<file path="src/rtl/pipeline_ctrl_if.sv">
// Debug, hazard and stage-register control bundle for pipeline_ctrl.
// PIPE_PERF_CNT_EN adds the cycle and stall counter outputs.
interface pipeline_ctrl_if
`ifdef PIPE_PERF_CNT_EN
    #(parameter int CNT_SIZE = 32)
`endif
    ;
    logic       i_start;
    logic       i_step;
    logic       i_restart;
    logic       i_load_use;
    logic       i_branch_taken;
    logic       i_halt_wb;
    logic       o_en_pc;
    logic       o_en_if_id;
    logic       o_en_id_ex;
    logic       o_en_ex_mem;
    logic       o_en_mem_wb;
    logic       o_flush_if_id;
    logic       o_flush_id_ex;
    logic       o_flush_ex_mem;
    logic       o_flush_mem_wb;
    logic       o_halted;
    logic [2:0] o_state;
`ifdef PIPE_PERF_CNT_EN
    logic [CNT_SIZE-1:0] o_cycle_cnt;
    logic [CNT_SIZE-1:0] o_stall_cnt;
`endif

    modport master (
        output i_start, i_step, i_restart, i_load_use, i_branch_taken, i_halt_wb,
`ifdef PIPE_PERF_CNT_EN
        input  o_cycle_cnt, o_stall_cnt,
`endif
        input  o_en_pc, o_en_if_id, o_en_id_ex, o_en_ex_mem, o_en_mem_wb,
        input  o_flush_if_id, o_flush_id_ex, o_flush_ex_mem, o_flush_mem_wb,
        input  o_halted, o_state
    );

    modport slave (
        input  i_start, i_step, i_restart, i_load_use, i_branch_taken, i_halt_wb,
`ifdef PIPE_PERF_CNT_EN
        output o_cycle_cnt, o_stall_cnt,
`endif
        output o_en_pc, o_en_if_id, o_en_id_ex, o_en_ex_mem, o_en_mem_wb,
        output o_flush_if_id, o_flush_id_ex, o_flush_ex_mem, o_flush_mem_wb,
        output o_halted, o_state
    );
endinterface

</file>
<file path="src/rtl/pipeline_ctrl.sv">
// Enable/flush sequencer for the five pipeline stage registers (run, step, halt, clear).
// Define PIPE_PERF_CNT_EN to add the RUN/STEP cycle and load-use stall counters.
module pipeline_ctrl #(
    parameter int CLEAR_CYCLES = 2
`ifdef PIPE_PERF_CNT_EN
    ,
    parameter int CNT_SIZE     = 32
`endif
) (
    input logic            i_clk,
    input logic            i_reset,
    pipeline_ctrl_if.slave bus
);
    localparam int CTR_W = (CLEAR_CYCLES > 1) ? $clog2(CLEAR_CYCLES) : 1;
    localparam logic [CTR_W-1:0] CTR_LAST = CTR_W'(CLEAR_CYCLES - 1);

    typedef enum logic [2:0] {
        IDLE   = 3'd0,
        RUN    = 3'd1,
        STEP   = 3'd2,
        HALTED = 3'd3,
        CLEAR  = 3'd4
    } state_t;

    state_t           state_reg, state_next;
    logic [CTR_W-1:0] ctr_reg, ctr_next;
    logic             start_prev_reg, step_prev_reg, restart_prev_reg;
    logic             halted_reg;
    logic             start_evt, step_evt, restart_evt;
    logic [4:0]       en_vec;     // pc, if_id, id_ex, ex_mem, mem_wb
    logic [3:0]       flush_vec;  // if_id, id_ex, ex_mem, mem_wb

    assign start_evt   = bus.i_start   & ~start_prev_reg;
    assign step_evt    = bus.i_step    & ~step_prev_reg;
    assign restart_evt = bus.i_restart & ~restart_prev_reg;

    always_ff @(posedge i_clk or negedge i_reset) begin
        if (!i_reset) begin
            state_reg        <= IDLE;
            ctr_reg          <= '0;
            start_prev_reg   <= 1'b0;
            step_prev_reg    <= 1'b0;
            restart_prev_reg <= 1'b0;
            halted_reg       <= 1'b0;
        end else begin
            state_reg        <= state_next;
            ctr_reg          <= ctr_next;
            start_prev_reg   <= bus.i_start;
            step_prev_reg    <= bus.i_step;
            restart_prev_reg <= bus.i_restart;
            halted_reg       <= (state_next == HALTED);
        end
    end

    always_comb begin
        state_next = state_reg;
        ctr_next   = ctr_reg;
        en_vec     = 5'b00000;
        flush_vec  = 4'b0000;
        case (state_reg)
            IDLE: begin
                if (start_evt)     state_next = RUN;
                else if (step_evt) state_next = STEP;
            end
            RUN, STEP: begin
                // Halt freezes everything; load-use stall masks a branch flush.
                if (bus.i_halt_wb) begin
                    en_vec = 5'b00000;
                end else if (bus.i_load_use) begin
                    en_vec       = 5'b00111;
                    flush_vec[2] = 1'b1;
                end else begin
                    en_vec       = 5'b11111;
                    flush_vec[3] = bus.i_branch_taken;
                end
                if (bus.i_halt_wb)         state_next = HALTED;
                else if (state_reg == STEP) state_next = IDLE;
            end
            HALTED: begin
                if (restart_evt) begin
                    state_next = CLEAR;
                    ctr_next   = '0;
                end
            end
            CLEAR: begin
                flush_vec = 4'b1111;
                if (ctr_reg == CTR_LAST) state_next = IDLE;
                else                     ctr_next   = ctr_reg + 1'b1;
            end
            default: state_next = IDLE;
        endcase
    end

    assign bus.o_en_pc        = en_vec[4];
    assign bus.o_en_if_id     = en_vec[3];
    assign bus.o_en_id_ex     = en_vec[2];
    assign bus.o_en_ex_mem    = en_vec[1];
    assign bus.o_en_mem_wb    = en_vec[0];
    assign bus.o_flush_if_id  = flush_vec[3];
    assign bus.o_flush_id_ex  = flush_vec[2];
    assign bus.o_flush_ex_mem = flush_vec[1];
    assign bus.o_flush_mem_wb = flush_vec[0];
    assign bus.o_halted       = halted_reg;
    assign bus.o_state        = state_reg;

`ifdef PIPE_PERF_CNT_EN
    logic [CNT_SIZE-1:0] cycle_cnt_reg, stall_cnt_reg;
    logic                active, enter_clear;

    assign active      = (state_reg == RUN) || (state_reg == STEP);
    assign enter_clear = (state_next == CLEAR) && (state_reg != CLEAR);

    always_ff @(posedge i_clk or negedge i_reset) begin
        if (!i_reset) begin
            cycle_cnt_reg <= '0;
            stall_cnt_reg <= '0;
        end else if (enter_clear) begin
            cycle_cnt_reg <= '0;
            stall_cnt_reg <= '0;
        end else begin
            if (active)
                cycle_cnt_reg <= cycle_cnt_reg + 1'b1;
            if (active && bus.i_load_use && !bus.i_halt_wb)
                stall_cnt_reg <= stall_cnt_reg + 1'b1;
        end
    end

    assign bus.o_cycle_cnt = cycle_cnt_reg;
    assign bus.o_stall_cnt = stall_cnt_reg;
`endif
endmodule

</file>
<file path="src/flat_wrapper.sv">
// flat-port wrapper written by rule: the top's interface ports become plain ports
module pipeline_ctrl_flat 
#(
    parameter int CLEAR_CYCLES = 2

)
  (i_clk, i_reset, bus_i_start, bus_i_step, bus_i_restart, bus_i_load_use, bus_i_branch_taken, bus_i_halt_wb, bus_o_en_pc, bus_o_en_if_id, bus_o_en_id_ex, bus_o_en_ex_mem, bus_o_en_mem_wb, bus_o_flush_if_id, bus_o_flush_id_ex, bus_o_flush_ex_mem, bus_o_flush_mem_wb, bus_o_halted, bus_o_state);
  pipeline_ctrl_if bus_i ();
  input logic i_clk;
  input logic i_reset;
  input wire logic [$bits(bus_i.i_start)-1:0] bus_i_start;
  input wire logic [$bits(bus_i.i_step)-1:0] bus_i_step;
  input wire logic [$bits(bus_i.i_restart)-1:0] bus_i_restart;
  input wire logic [$bits(bus_i.i_load_use)-1:0] bus_i_load_use;
  input wire logic [$bits(bus_i.i_branch_taken)-1:0] bus_i_branch_taken;
  input wire logic [$bits(bus_i.i_halt_wb)-1:0] bus_i_halt_wb;
  output wire logic [$bits(bus_i.o_en_pc)-1:0] bus_o_en_pc;
  output wire logic [$bits(bus_i.o_en_if_id)-1:0] bus_o_en_if_id;
  output wire logic [$bits(bus_i.o_en_id_ex)-1:0] bus_o_en_id_ex;
  output wire logic [$bits(bus_i.o_en_ex_mem)-1:0] bus_o_en_ex_mem;
  output wire logic [$bits(bus_i.o_en_mem_wb)-1:0] bus_o_en_mem_wb;
  output wire logic [$bits(bus_i.o_flush_if_id)-1:0] bus_o_flush_if_id;
  output wire logic [$bits(bus_i.o_flush_id_ex)-1:0] bus_o_flush_id_ex;
  output wire logic [$bits(bus_i.o_flush_ex_mem)-1:0] bus_o_flush_ex_mem;
  output wire logic [$bits(bus_i.o_flush_mem_wb)-1:0] bus_o_flush_mem_wb;
  output wire logic [$bits(bus_i.o_halted)-1:0] bus_o_halted;
  output wire logic [$bits(bus_i.o_state)-1:0] bus_o_state;
  assign bus_i.i_start = bus_i_start;
  assign bus_i.i_step = bus_i_step;
  assign bus_i.i_restart = bus_i_restart;
  assign bus_i.i_load_use = bus_i_load_use;
  assign bus_i.i_branch_taken = bus_i_branch_taken;
  assign bus_i.i_halt_wb = bus_i_halt_wb;
  assign bus_o_en_pc = bus_i.o_en_pc;
  assign bus_o_en_if_id = bus_i.o_en_if_id;
  assign bus_o_en_id_ex = bus_i.o_en_id_ex;
  assign bus_o_en_ex_mem = bus_i.o_en_ex_mem;
  assign bus_o_en_mem_wb = bus_i.o_en_mem_wb;
  assign bus_o_flush_if_id = bus_i.o_flush_if_id;
  assign bus_o_flush_id_ex = bus_i.o_flush_id_ex;
  assign bus_o_flush_ex_mem = bus_i.o_flush_ex_mem;
  assign bus_o_flush_mem_wb = bus_i.o_flush_mem_wb;
  assign bus_o_halted = bus_i.o_halted;
  assign bus_o_state = bus_i.o_state;
  pipeline_ctrl #(.CLEAR_CYCLES(CLEAR_CYCLES)) u_core (.i_clk(i_clk), .i_reset(i_reset), .bus(bus_i));
endmodule
</file>
<file path="config.mk">
export PLATFORM = sky130hd
export DESIGN_NAME = pipeline_ctrl_flat
export DESIGN_NICKNAME = d
export VERILOG_FILES = /design/src/rtl/pipeline_ctrl_if.sv /design/src/rtl/pipeline_ctrl.sv /design/src/flat_wrapper.sv
export SDC_FILE = /design/constraint.sdc
export NUM_CORES = 1
export LEC_CHECK = 0
export ABC_AREA = 1
export ABC_CLOCK_PERIOD_IN_PS = 1100
export CAP_MARGIN = 20
export CORE_AREA = 8 8 45 47
export CTS_BUF_LIST = sky130_fd_sc_hd__clkbuf_8
export DETAILED_ROUTE_END_ITERATION = 8
export DIE_AREA = 0 0 53 55
export GPL_TIMING_DRIVEN = 1
export PLACE_DENSITY = 0.79
export SLEW_MARGIN = 20
export SYNTH_ARGS = -nofsm -noshare
export SYNTH_HDL_FRONTEND = slang
export SYNTH_SLANG_ARGS = --single-unit
</file>
<file path="constraint.sdc">
create_clock -name i_clk -period 1.1 [get_ports i_clk]
set_clock_uncertainty 0.05 [all_clocks]
set_input_delay 0.275 -clock i_clk [delete_from_list [all_inputs] [get_ports i_clk]]
set_output_delay 0.275 -clock i_clk [all_outputs]
set_load 0.005 [all_outputs]
</file>
# Yosys cells after proc, flatten, opt, wreduce, memory -nomap -nowiden
# Cells that the tools add are included.
totals:
  output_inout_bits: 13
  elab_cells: 41
  register_bits: 8
classes:
  n_mux: 18
  add_sub_neg: 1
  n_bitwise: 6
  eq_ne: 6
  reduce_logical: 4
ops:
  columns: ["op", "n"]
  rows:
  - ["$mux 3", 6]
  - ["$mux 5", 3]
  - ["$pmux 3 s4", 1]
  - ["$eq 3x2->1 const B", 3]
  - ["$mux 1", 4]
  - ["$mux 2", 2]
  - ["$pmux 2 s2", 1]
  - ["$and 1x1->1", 3]
  - ["$eq 3x1->1 const B", 1]
  - ["$eq 3x3->1 const B", 1]
  - ["$logic_not 3->1", 1]
  - ["$not 1->1", 3]
  - ["$ne 2x1->1 const B", 1]
  - ["$pmux 1 s2", 1]
  - ["$reduce_and 2->1", 1]
  - ["$reduce_bool 2->1", 1]
  - ["$reduce_or 2->1", 1]
  - ["$add 1x1->1 const B", 1]

# Longest topological paths before layout
# Gate-level depths: netlist (run 1).
logic_depth:
  word_depth: 6
  depth_mapped: 7
  ltp_nobuf: 7

# Least setup slack after synthesis (run 1)
# No wires, ideal clock.
synth_path:
  kind: "reg-to-output"
  from: "register u_core.state_reg[0] (netlist: u_core.bus.o_state[0])"
  to: "output bus_o_en_id_ex"
  path_buffers: 1
  stages_incl_launch_ff: 6
  setup_slack_ps: -154
  arrival_ps: 929
  cell_sequence: "dfrtp_1 nor2_2 nor2_4 nand3_2 inv_1 buf_4"
synth_via:
  elab_chain_cells: 3
synth_rtl:
  columns: ["item", "line", "text"]
  rows:
  - ["start: declaration", "pipeline_ctrl.sv:25", "state_t state_reg, state_next;"]
  - ["start signal: assignment", "pipeline_ctrl.sv:46", "state_reg <= state_next;"]
  - ["$eq 3x1->1 or $eq 3x2->1 (tied branches)", "pipeline_ctrl.sv:60", "case (state_reg)"]
  - ["$reduce_or 2->1 (*)", "pipeline_ctrl.sv:60", null]
  - ["$mux 5 (*)", "pipeline_ctrl.sv:60", null]
  - ["end: declaration", "flat_wrapper.sv:19", "output wire logic [$bits(bus_i.o_en_id_ex)-1:0] bus_o_en_id_ex;"]
# Every way passes the cells marked *; elsewhere a longest branch is shown, timed or not.

# Worst setup path after layout (run 1)
layout_path:
  from: "register u_core.state_reg[0] (netlist: u_core.bus.o_state[0])"
  to: "output bus_o_flush_if_id"
layout_via:
  elab_chain_cells: 3
layout_rtl:
  columns: ["item", "line", "text"]
  rows:
  - ["$eq 3x1->1 or $eq 3x2->1 (tied branches)", "pipeline_ctrl.sv:60", null]
  - ["$reduce_or 2->1", "pipeline_ctrl.sv:60", null]
  - ["$pmux 2 s2 (*)", "pipeline_ctrl.sv:60", null]
  - ["end: declaration", "flat_wrapper.sv:22", "output wire logic [$bits(bus_i.o_flush_if_id)-1:0] bus_o_flush_if_id;"]
# Marked as above.

==> flow_metrics.py, run 1 <==
metrics = {
    "cells_and_area": {
        "largest_reg_flops": 3,
        "final_nets": 100,
        "layout-drive-gt1-share_pct": 57.14,
        "layout_common_cells": "12 x buf_4, 11 x nand2_1, 11 x buf_6, 7 x clkdlybuf4s50_1",
        "fin_area_sq_um": 850.8,
        "regArea_sq_um": 203.9,
        "multi_input_area_sq_um": 205.2,
        "antenna_cells": 0,
        "num-fill-cells": 105,
        "fin_util_pct": 61.48,
        "mostFrequentLayoutCell": "buf_4",
        "synthToLayoutAreaGrowth_pct": 101.8,
    },
    "floorplan": {
        "dieArea_sq_um": 2915,
        "die_w_microns": 53,
        "rows": 14,
        "core-area_sq_um": 1384,
        "die_h_microns": 55,
        "num_io_pins": 21,
        "start_util_pct": 30.47,
    },
    "clock_tree": {
        "cts_buffers": 3,
        "root_buffer": "clkbuf_8",
        "insertion_delay_ns": 0.23,
        "cts_tree": "done",
        "cts.clk_slew.worst_paths_ns": 0.04,
        "cts.sinks": 8,
        "clk_path_buf_depth": 2,
        "htree_levels": 1,
    },
    "critical_path": {
        "path_common_cell": "nand2_1",
        "cp.depth": 7,
        "timing.critical_path.to": "bus_o_flush_if_id",
        "ff2ff_setup_slack_ns": -0.30,
        "critical-path-top-delay-family": "flip-flops",
        "start_kind": "flip-flop",
        "slowest_stage": "dfrtp_2",
        "cp-startpoint": "u_core.bus.o_state[0]",
        "worstPathRequired_ns": 0.77,
        "worstPathMaxFanout": 3,
        "r2r-start": "u_core.bus.o_state[2]",
        "rr_worst_depth": 9,
        "crit_path_end_kind": "primary output",
        "worst-setup-path-type": "reg2out",
        "reg2reg_to": "u_core.bus.o_halted",
        "arrival_ns": 1.28,
        "crit_chain": "buf_6 -> nand2_4 -> nand3_4 -> nor2_4 -> nand2_1 -> nand2_1 -> buf_2",
        "worst-path-buf-inv": 2,
        "crit_path_max_incr_delay_ns": 0.42,
    },
    "sta": {
        "min_period_ns": 1.603,
        "rsz0062_at_grt": "yes",
        "worst_slack_ns": -0.5026,
        "worst_pin_slew_ns": 0.3673,
        "relSlewSlack_pct": 75.44,
        "hold_violations": 0,
        "max_clock_freq_mhz": 624.0,
        "finalCritPeriodShare_pct": 145.7,
        "finalSetupViolCount": 17,
        "finalMaxSlewViolations": 0,
        "whs_ns": 0.2802,
    },
    "drt": {
        "viasPerCell": 4.327,
        "wirelength_mm": 1.367,
        "drt_iter0_markers": 5,
        "via_count": 463,
        "wl_per_cell_microns": 12.78,
        "postRouteAntennaNets": 0,
        "dr.pass1.iters": 3,
        "drc": 0,
    },
    "global_route": {
        "grt_pass1_vias": 491,
        "grt_pass1_wl_mm": 2.201,
        "antenna_found_initial": 0,
        "grt_overflow_total": 0,
        "grtUsageTotal_pct": 10.11,
        "grt_start_max_net_pins": 9,
    },
    "logic_synthesis": {
        "ys_seq_elements": 8,
        "synthCells": 53,
        "syn_area_per_cell_sq_um": 7.956,
        "ys_seq_area_share_pct": 47.48,
        "synth_area_leaders": "dfrtp_1 47%, nand2_1 12%, inv_1 9.8%, buf_4 7.1%, nand3_1 4.7%",
        "synth_top_cell_by_area": "dfrtp_1",
        "netlist.area_leader.share_pct": 47.48,
        "synth_nets": 61,
        "yosys_warnings": 0,
        "syn-cell-area_sq_um": 421.7,
        "synth_cell_type_count": 13,
    },
    "flow_run": {
        "maxCapViolCount": 0,
    },
    "run_status": {
        "status": "complete, but fails checks",
        "violations": "negative setup slack",
    },
    "power": {
        "power.density_nw_per_um2": 2436,
        "total_power_mw": 2.073,
        "ir_drop_mv": 1.178,
        "p_leak_nw": 0.4766,
    },
    "place": {
        "gp_congestion": 0.7071,
        "dpl_cell_area_sq_um": 668.1,
        "post-place-ws_ns": -0.8682,
        "numPortBuffers": 20,
        "dp.final_hpwl_microns": 884.6,
    },
    "hold_path": {
        "hp-class": "in2async",
    },
}
-- Yosys cell counts, drive strengths merged --
| master | n |
|---|---|
| nand3 | 5 |
| o21ai | 2 |
| buf | 4 |
| nand2 | 14 |
| nand3b | 1 |
| nand4 | 1 |
| inv | 11 |
| dfrtp | 8 |
| nor2 | 7 |
-- cell families (layout without fill, tap and decap cells) --
| kind of cell | Yosys count | after routing | synth area share (%) |
|---|---|---|---|
| AO/OA/AOI/OAI | 2 | 2 | 2.374 |
| AND/OR/NAND/NOR | 28 | 28 | 33.24 |
| flip-flops | 8 | 8 | 47.48 |
| buffers and inverters | 15 | 53 | 16.91 |
-- repair_timing --
action / CTS / global route
endpoints found under the hold margin: 0 / 0
hold buffers: 0 / 0
endpoints found under the setup margin: 18 / 17
resized for setup: 68 / 5
setup buffers: 10 / 4
pin swaps: 13 / 7
-- per-layer routing --
| layer | vias to the layer above | wire, microns | GRT usage [%] |
|---|---|---|---|
| met2 | 10 | 802 | 20.51 |
| li1 | 232 | - | - |
| met4 | 0 | 16 | 6.034 |
| met5 | - | 0 | 0 |
| met3 | 2 | 51 | 1.872 |
| met1 | 219 | 496 | 8.951 |
-- worst min-delay path by stage --
stage	start	to	slack [ns]
after floorplan	i_reset	u_core.bus.o_halted	-0.07
after global placement	u_core.ctr_reg	u_core.ctr_reg	0.42
after detailed placement	u_core.ctr_reg	u_core.ctr_reg	0.45
after CTS	i_reset	u_core.restart_prev_reg	0.29
after global routing	i_reset	u_core.restart_prev_reg	0.32
final	i_reset	u_core.restart_prev_reg	0.28
-- power by group --
group / leakage, nW / internal, mW / switching [mW]
sequential: 0.0944 / 0.389 / 0.0841
clock: 0.0269 / 0.241 / 0.112
combinational: 0.355 / 0.676 / 0.569
total: 0.477 / 1.31 / 0.766
-- stage by stage --
stage | std cells | setup TNS, ns
floorplan | 53 | -0.7715
global placement | 91 | -7.777
detailed placement | 91 | -8.220
CTS | 104 | -5.560
global route | 107 | -6.641
finish | 107 | -5.780
-- cell type report --
type	count	area share [%]
Clock buffer	3	4.853
Inverter	11	4.853
Clock inverter	1	0.4412
Sequential cell	8	23.97
Tap cell	16	2.353
Timing Repair Buffer	38	39.41
Multi-Input combinational cell	30	24.12
No activity file was read; power rests on OpenSTA's default activity.
==> run 2, diff against run 1 <==
REMOVE_ABC_BUFFERS = 1   (was not set)
==> flow_metrics.py, run 2 (synthesized netlist as in run 1, its figures left out) <==
metrics = {
    "clock_tree": {
        "clk_path_buf_depth": 2,
        "cts.sinks": 8,
        "cts_buffers": 3,
        "root_buffer": "clkbuf_8",
        "holdBufCountCts": 0,
        "cts.clk_slew.worst_paths_ns": 0.04,
        "insertion_delay_ns": 0.22,
        "cts_tree": "done",
        "htree_levels": 1,
    },
    "place": {
        "dp.final_hpwl_microns": 889.7,
        "post-place-ws_ns": -0.8673,
        "gp_congestion": 0.7286,
        "numPortBuffers": 20,
    },
    "cells_and_area": {
        "mostFrequentLayoutCell": "buf_6",
        "synthToLayoutAreaGrowth_pct": 93.77,
        "final_nets": 95,
        "layout_common_cells": "13 x buf_6, 10 x nand2_1, 8 x dfrtp_1, 7 x clkdlybuf4s50_1, 6 x inv_1",
        "antenna_cells": 0,
        "layout-drive-gt1-share_pct": 51.76,
        "largest_reg_flops": 3,
    },
    "critical_path": {
        "arrival_ns": 1.25,
        "r2r-start": "u_core.bus.o_state[1]",
        "worstPathRequired_ns": 0.77,
        "cp-startpoint": "u_core.bus.o_state[0]",
        "worst-setup-path-type": "reg2out",
        "start_kind": "flip-flop",
        "crit_path_end_kind": "primary output",
        "worstPathMaxFanout": 4,
    },
    "sta": {
        "finalSetupViolCount": 17,
        "min_period_ns": 1.575,
        "max_clock_freq_mhz": 634.8,
        "relSlewSlack_pct": 77.52,
        "worst_pin_slew_ns": 0.3362,
        "worst_slack_ns": -0.4753,
        "rsz0062_at_grt": "yes",
        "hold_violations": 0,
        "finalCritPeriodShare_pct": 143.2,
        "finalMaxSlewViolations": 0,
    },
    "hold_path": {
        "hp-class": "in2async",
    },
    "power": {
        "seq_power_share_pct": 22.0,
        "p_comb_share_pct": 61.5,
        "power.density_nw_per_um2": 2512,
        "p_leak_nw": 0.4375,
        "p_switching_mw": 0.7496,
        "ir_drop_mv": 1.235,
        "clkPwrFrac_pct": 16.4,
        "swShare_pct": 36.52,
        "p_int_mw": 1.303,
        "total_power_mw": 2.053,
    },
    "global_route": {
        "antenna_found_initial": 0,
        "grt_start_max_net_pins": 9,
        "grt_overflow_total": 0,
        "grtUsageTotal_pct": 9.191,
        "grt_pass1_vias": 461,
        "grt_pass1_wl_mm": 1.883,
    },
    "floorplan": {
        "start_util_pct": 30.47,
        "num_io_pins": 21,
        "dieArea_sq_um": 2915,
        "die_w_microns": 53,
        "die_h_microns": 55,
        "rows": 14,
        "core-area_sq_um": 1384,
    },
    "run_status": {
        "violations": "negative setup slack",
        "status": "complete, but fails checks",
    },
    "drt": {
        "wl_per_cell_microns": 12.50,
        "via_count": 447,
        "dr.pass1.iters": 2,
        "viasPerCell": 4.426,
        "drc": 0,
        "wirelength_mm": 1.263,
        "drt_iter0_markers": 1,
        "postRouteAntennaNets": 0,
    },
    "flow_run": {
        "maxCapViolCount": 0,
    },
}
[run 2: cell count changes in the layout (fill, tap and decap cells not counted), sizes merged]
cell | previous run | this run
buf | 28 | 23
clkdlybuf4s15 | 0 | 3
dlygate4sd2 | 3 | 0
inv | 12 | 11
[run 2: layout make-up]
| type | count | area [sq um] |
|---|---|---|
| Multi-Input combinational cell | 30 | 202.7 |
| Tap cell | 16 | 20.02 |
| Sequential cell | 8 | 200.2 |
| Fill cell | 131 | 566.8 |
| Timing Repair Buffer | 33 | 309.0 |
| Clock buffer | 3 | 41.29 |
| Inverter | 11 | 43.79 |
[run 2: final timing paths]
path                                         end  slack (ns)  depth (start not counted)
setup / recovery               bus_o_flush_id_ex       -0.48                          7
hold / removal              u_core.step_prev_reg        0.27                          1
setup reg to reg             u_core.bus.o_halted       -0.29                         11
hold reg to reg                   u_core.ctr_reg        0.43                          2
max in group asynchronous  u_core.bus.o_state[2]        0.48                          1
min in group i_clk                u_core.ctr_reg        0.43                          2
[run 2: worst max-delay path, cell delays in order, from the launching register on]
cell and delay [ns]:
dfrtp_1 0.41, nor2_4 0.18, nor2_4 0.06, nand3_4 0.10, inv_2 0.06, nand2_1 0.05, nand2_1 0.05, buf_2 0.12
[run 2: metrics by stage]
| step | cells | TNS, ns | hold slack (ns) | instance area [sq um] | utilization, % |
|---|---|---|---|---|---|
| 2_1_floorplan | 49 | -0.6310 | -0.07059 | 391.6 | - |
| 3_3_place_gp | 92 | -7.837 | 0.4196 | 664.4 | 48.01 |
| 3_5_place_dp | 92 | -8.468 | 0.4413 | 664.4 | 48.01 |
| 4_1_cts | 99 | -4.489 | 0.2757 | 775.7 | 56.06 |
| 5_1_grt | 101 | -6.055 | 0.2896 | 817.0 | 59.04 |
| 6_report | 101 | -5.182 | 0.2702 | 817.0 | 59.04 |
[run 2: what timing repair did]
action | in CTS | in global routing
resized for setup | 71 | 9
setup buffers | 4 | 3
endpoints found under the hold margin | 0 | 0
pin swaps | 9 | 5
endpoints found under the setup margin | 17 | 17
[run 2: routing by layer]
layer  GRT usage, %  vias up  part of all wire (%)
li1               -      221                     -
met1          6.822      203                    33
met2          16.60       17                    53
met3          3.743        6                   9.7
met4          10.34        0                   4.2
met5              0        -                     0
[run 2: power groups by stage]
stage               Sequential, mW  Combinational [mW]  Clock (mW)
floorplan                    0.459               0.340           0
finish                       0.453                1.26       0.337
global placement             0.438               0.873           0
CTS                          0.442                1.12       0.353
global route                 0.465                1.36       0.370
detailed placement           0.442               0.896           0
==> run 3, diff against run 2 <==
CAP_MARGIN = not set   (was 20)
SKIP_LAST_GASP = 1   (was not set)
==> flow_metrics.py, run 3 (synthesized netlist as in run 1, its figures left out) <==
metrics = {
    "cells_and_area": {
        "largest_reg_flops": 3,
        "synthToLayoutAreaGrowth_pct": 87.83,
        "layout_common_cells": "10 x nand2_1, 10 x buf_6, 8 x dfrtp_1, 7 x clkdlybuf4s50_1",
        "layout-drive-gt1-share_pct": 50.00,
        "fin_util_pct": 57.23,
        "regArea_sq_um": 200.2,
        "antenna_cells": 0,
        "num-fill-cells": 136,
        "multi_input_area_sq_um": 198.9,
        "fin_area_sq_um": 792.0,
        "final_nets": 94,
    },
    "power": {
        "clkPwrFrac_pct": 17.0,
        "swShare_pct": 36.58,
        "p_leak_nw": 0.4290,
        "ir_drop_mv": 1.208,
        "p_switching_mw": 0.7232,
        "power.density_nw_per_um2": 2496,
        "p_int_mw": 1.254,
        "seq_power_share_pct": 22.6,
        "total_power_mw": 1.977,
        "p_comb_share_pct": 60.4,
    },
    "global_route": {
        "grtUsageTotal_pct": 9.576,
        "grt_start_max_net_pins": 9,
        "grt_pass1_vias": 492,
        "antenna_found_initial": 0,
        "grt_overflow_total": 0,
        "grt_pass1_wl_mm": 1.959,
    },
    "clock_tree": {
        "insertion_delay_ns": 0.22,
        "root_buffer": "clkbuf_8",
        "cts.clk_slew.worst_paths_ns": 0.04,
        "holdBufCountCts": 0,
        "cts.sinks": 8,
        "clk_path_buf_depth": 2,
        "cts_buffers": 3,
        "htree_levels": 1,
        "cts_tree": "done",
    },
    "flow_run": {
        "maxCapViolCount": 0,
    },
    "place": {
        "gp_congestion": 0.7286,
        "dpl_cell_area_sq_um": 664.4,
        "dp.final_hpwl_microns": 889.7,
        "numPortBuffers": 20,
        "post-place-ws_ns": -0.8673,
    },
    "drt": {
        "wirelength_mm": 1.205,
        "drt_iter0_markers": 1,
        "wl_per_cell_microns": 12.05,
        "via_count": 440,
        "viasPerCell": 4.400,
        "dr.pass1.iters": 2,
        "drc": 0,
        "postRouteAntennaNets": 0,
    },
    "sta": {
        "max_clock_freq_mhz": 636.0,
        "final.setup.tns_ns": -4.742,
        "min_period_ns": 1.572,
        "worst_slack_ns": -0.4724,
        "finalCritPeriodShare_pct": 142.9,
        "worst_pin_slew_ns": 0.3358,
        "finalSetupViolCount": 17,
        "finalMaxSlewViolations": 0,
        "rsz0062_at_grt": "yes",
        "relSlewSlack_pct": 77.55,
        "hold_violations": 0,
    },
    "critical_path": {
        "start_kind": "flip-flop",
        "worstPathRequired_ns": 0.77,
        "arrival_ns": 1.25,
        "worst-setup-path-type": "reg2out",
        "crit_path_end_kind": "primary output",
        "worstPathMaxFanout": 4,
    },
    "floorplan": {
        "core-area_sq_um": 1384,
        "die_w_microns": 53,
        "start_util_pct": 30.47,
        "num_io_pins": 21,
        "die_h_microns": 55,
        "dieArea_sq_um": 2915,
        "rows": 14,
    },
    "run_status": {
        "status": "complete, but fails checks",
        "violations": "negative setup slack",
    },
    "hold_path": {
        "hp-class": "in2async",
    },
}
[run 3: changes by cell type in the layout (fill, tap and decap cells not counted), sizes merged]
cell	change
buf	-1
[run 3: layout make-up]
| type | instances | area share (%) |
|---|---|---|
| Multi-Input combinational cell | 30 | 25.12 |
| Tap cell | 16 | 2.528 |
| Sequential cell | 8 | 25.28 |
| Clock buffer | 3 | 5.213 |
| Timing Repair Buffer | 32 | 36.33 |
| Inverter | 11 | 5.529 |
[run 3: final timing paths]
kind                                       startpoint               endpoint  slack, ns  depth (start not counted)
max in group asynchronous                     i_reset  u_core.bus.o_state[2]       0.48                          1
worst min-delay path                          i_reset   u_core.step_prev_reg       0.27                          1
worst max register to register  u_core.bus.o_state[1]    u_core.bus.o_halted      -0.18                         10
worst max-delay path            u_core.bus.o_state[0]      bus_o_flush_id_ex      -0.47                          7
worst min register to register         u_core.ctr_reg         u_core.ctr_reg       0.42                          2
min in group i_clk                     u_core.ctr_reg         u_core.ctr_reg       0.42                          2
[run 3: routing by layer]
layer	track usage (%)	vias up	part of all wire (%)
met5	0	-	0
li1	-	217	-
met4	12.50	0	4.0
met2	17.19	17	55
met3	4.011	6	10
met1	6.512	200	31
[run 3: worst max-delay path: stages (launching register included)]
cell	delay, ns
dfrtp_1	0.41
nor2_4	0.18
nor2_4	0.06
nand3_4	0.10
inv_2	0.06
nand2_1	0.05
nand2_1	0.05
buf_2	0.12
[run 3: timing repair]
action / 4_1_cts / 5_1_grt
buffers inserted: 4 / 2
gates resized for setup: 66 / 10
setup endpoints to repair: 17 / 17
pin swaps: 9 / 5
cloned: 0 / 0
[run 3: through the flow]
step / instances / hold slack, ns
floorplan: 49 / -0.07059
global placement: 92 / 0.4196
detailed placement: 92 / 0.4413
CTS: 99 / 0.2757
global route: 100 / 0.2896
finish: 100 / 0.2701
[run 3: power groups by stage]
stage / logic, mW / clock network [mW] / registers (mW)
floorplan: 0.340 / 0 / 0.459
global placement: 0.873 / 0 / 0.438
detailed placement: 0.896 / 0 / 0.442
CTS: 1.09 / 0.353 / 0.442
global route: 1.29 / 0.370 / 0.460
finish: 1.19 / 0.337 / 0.447
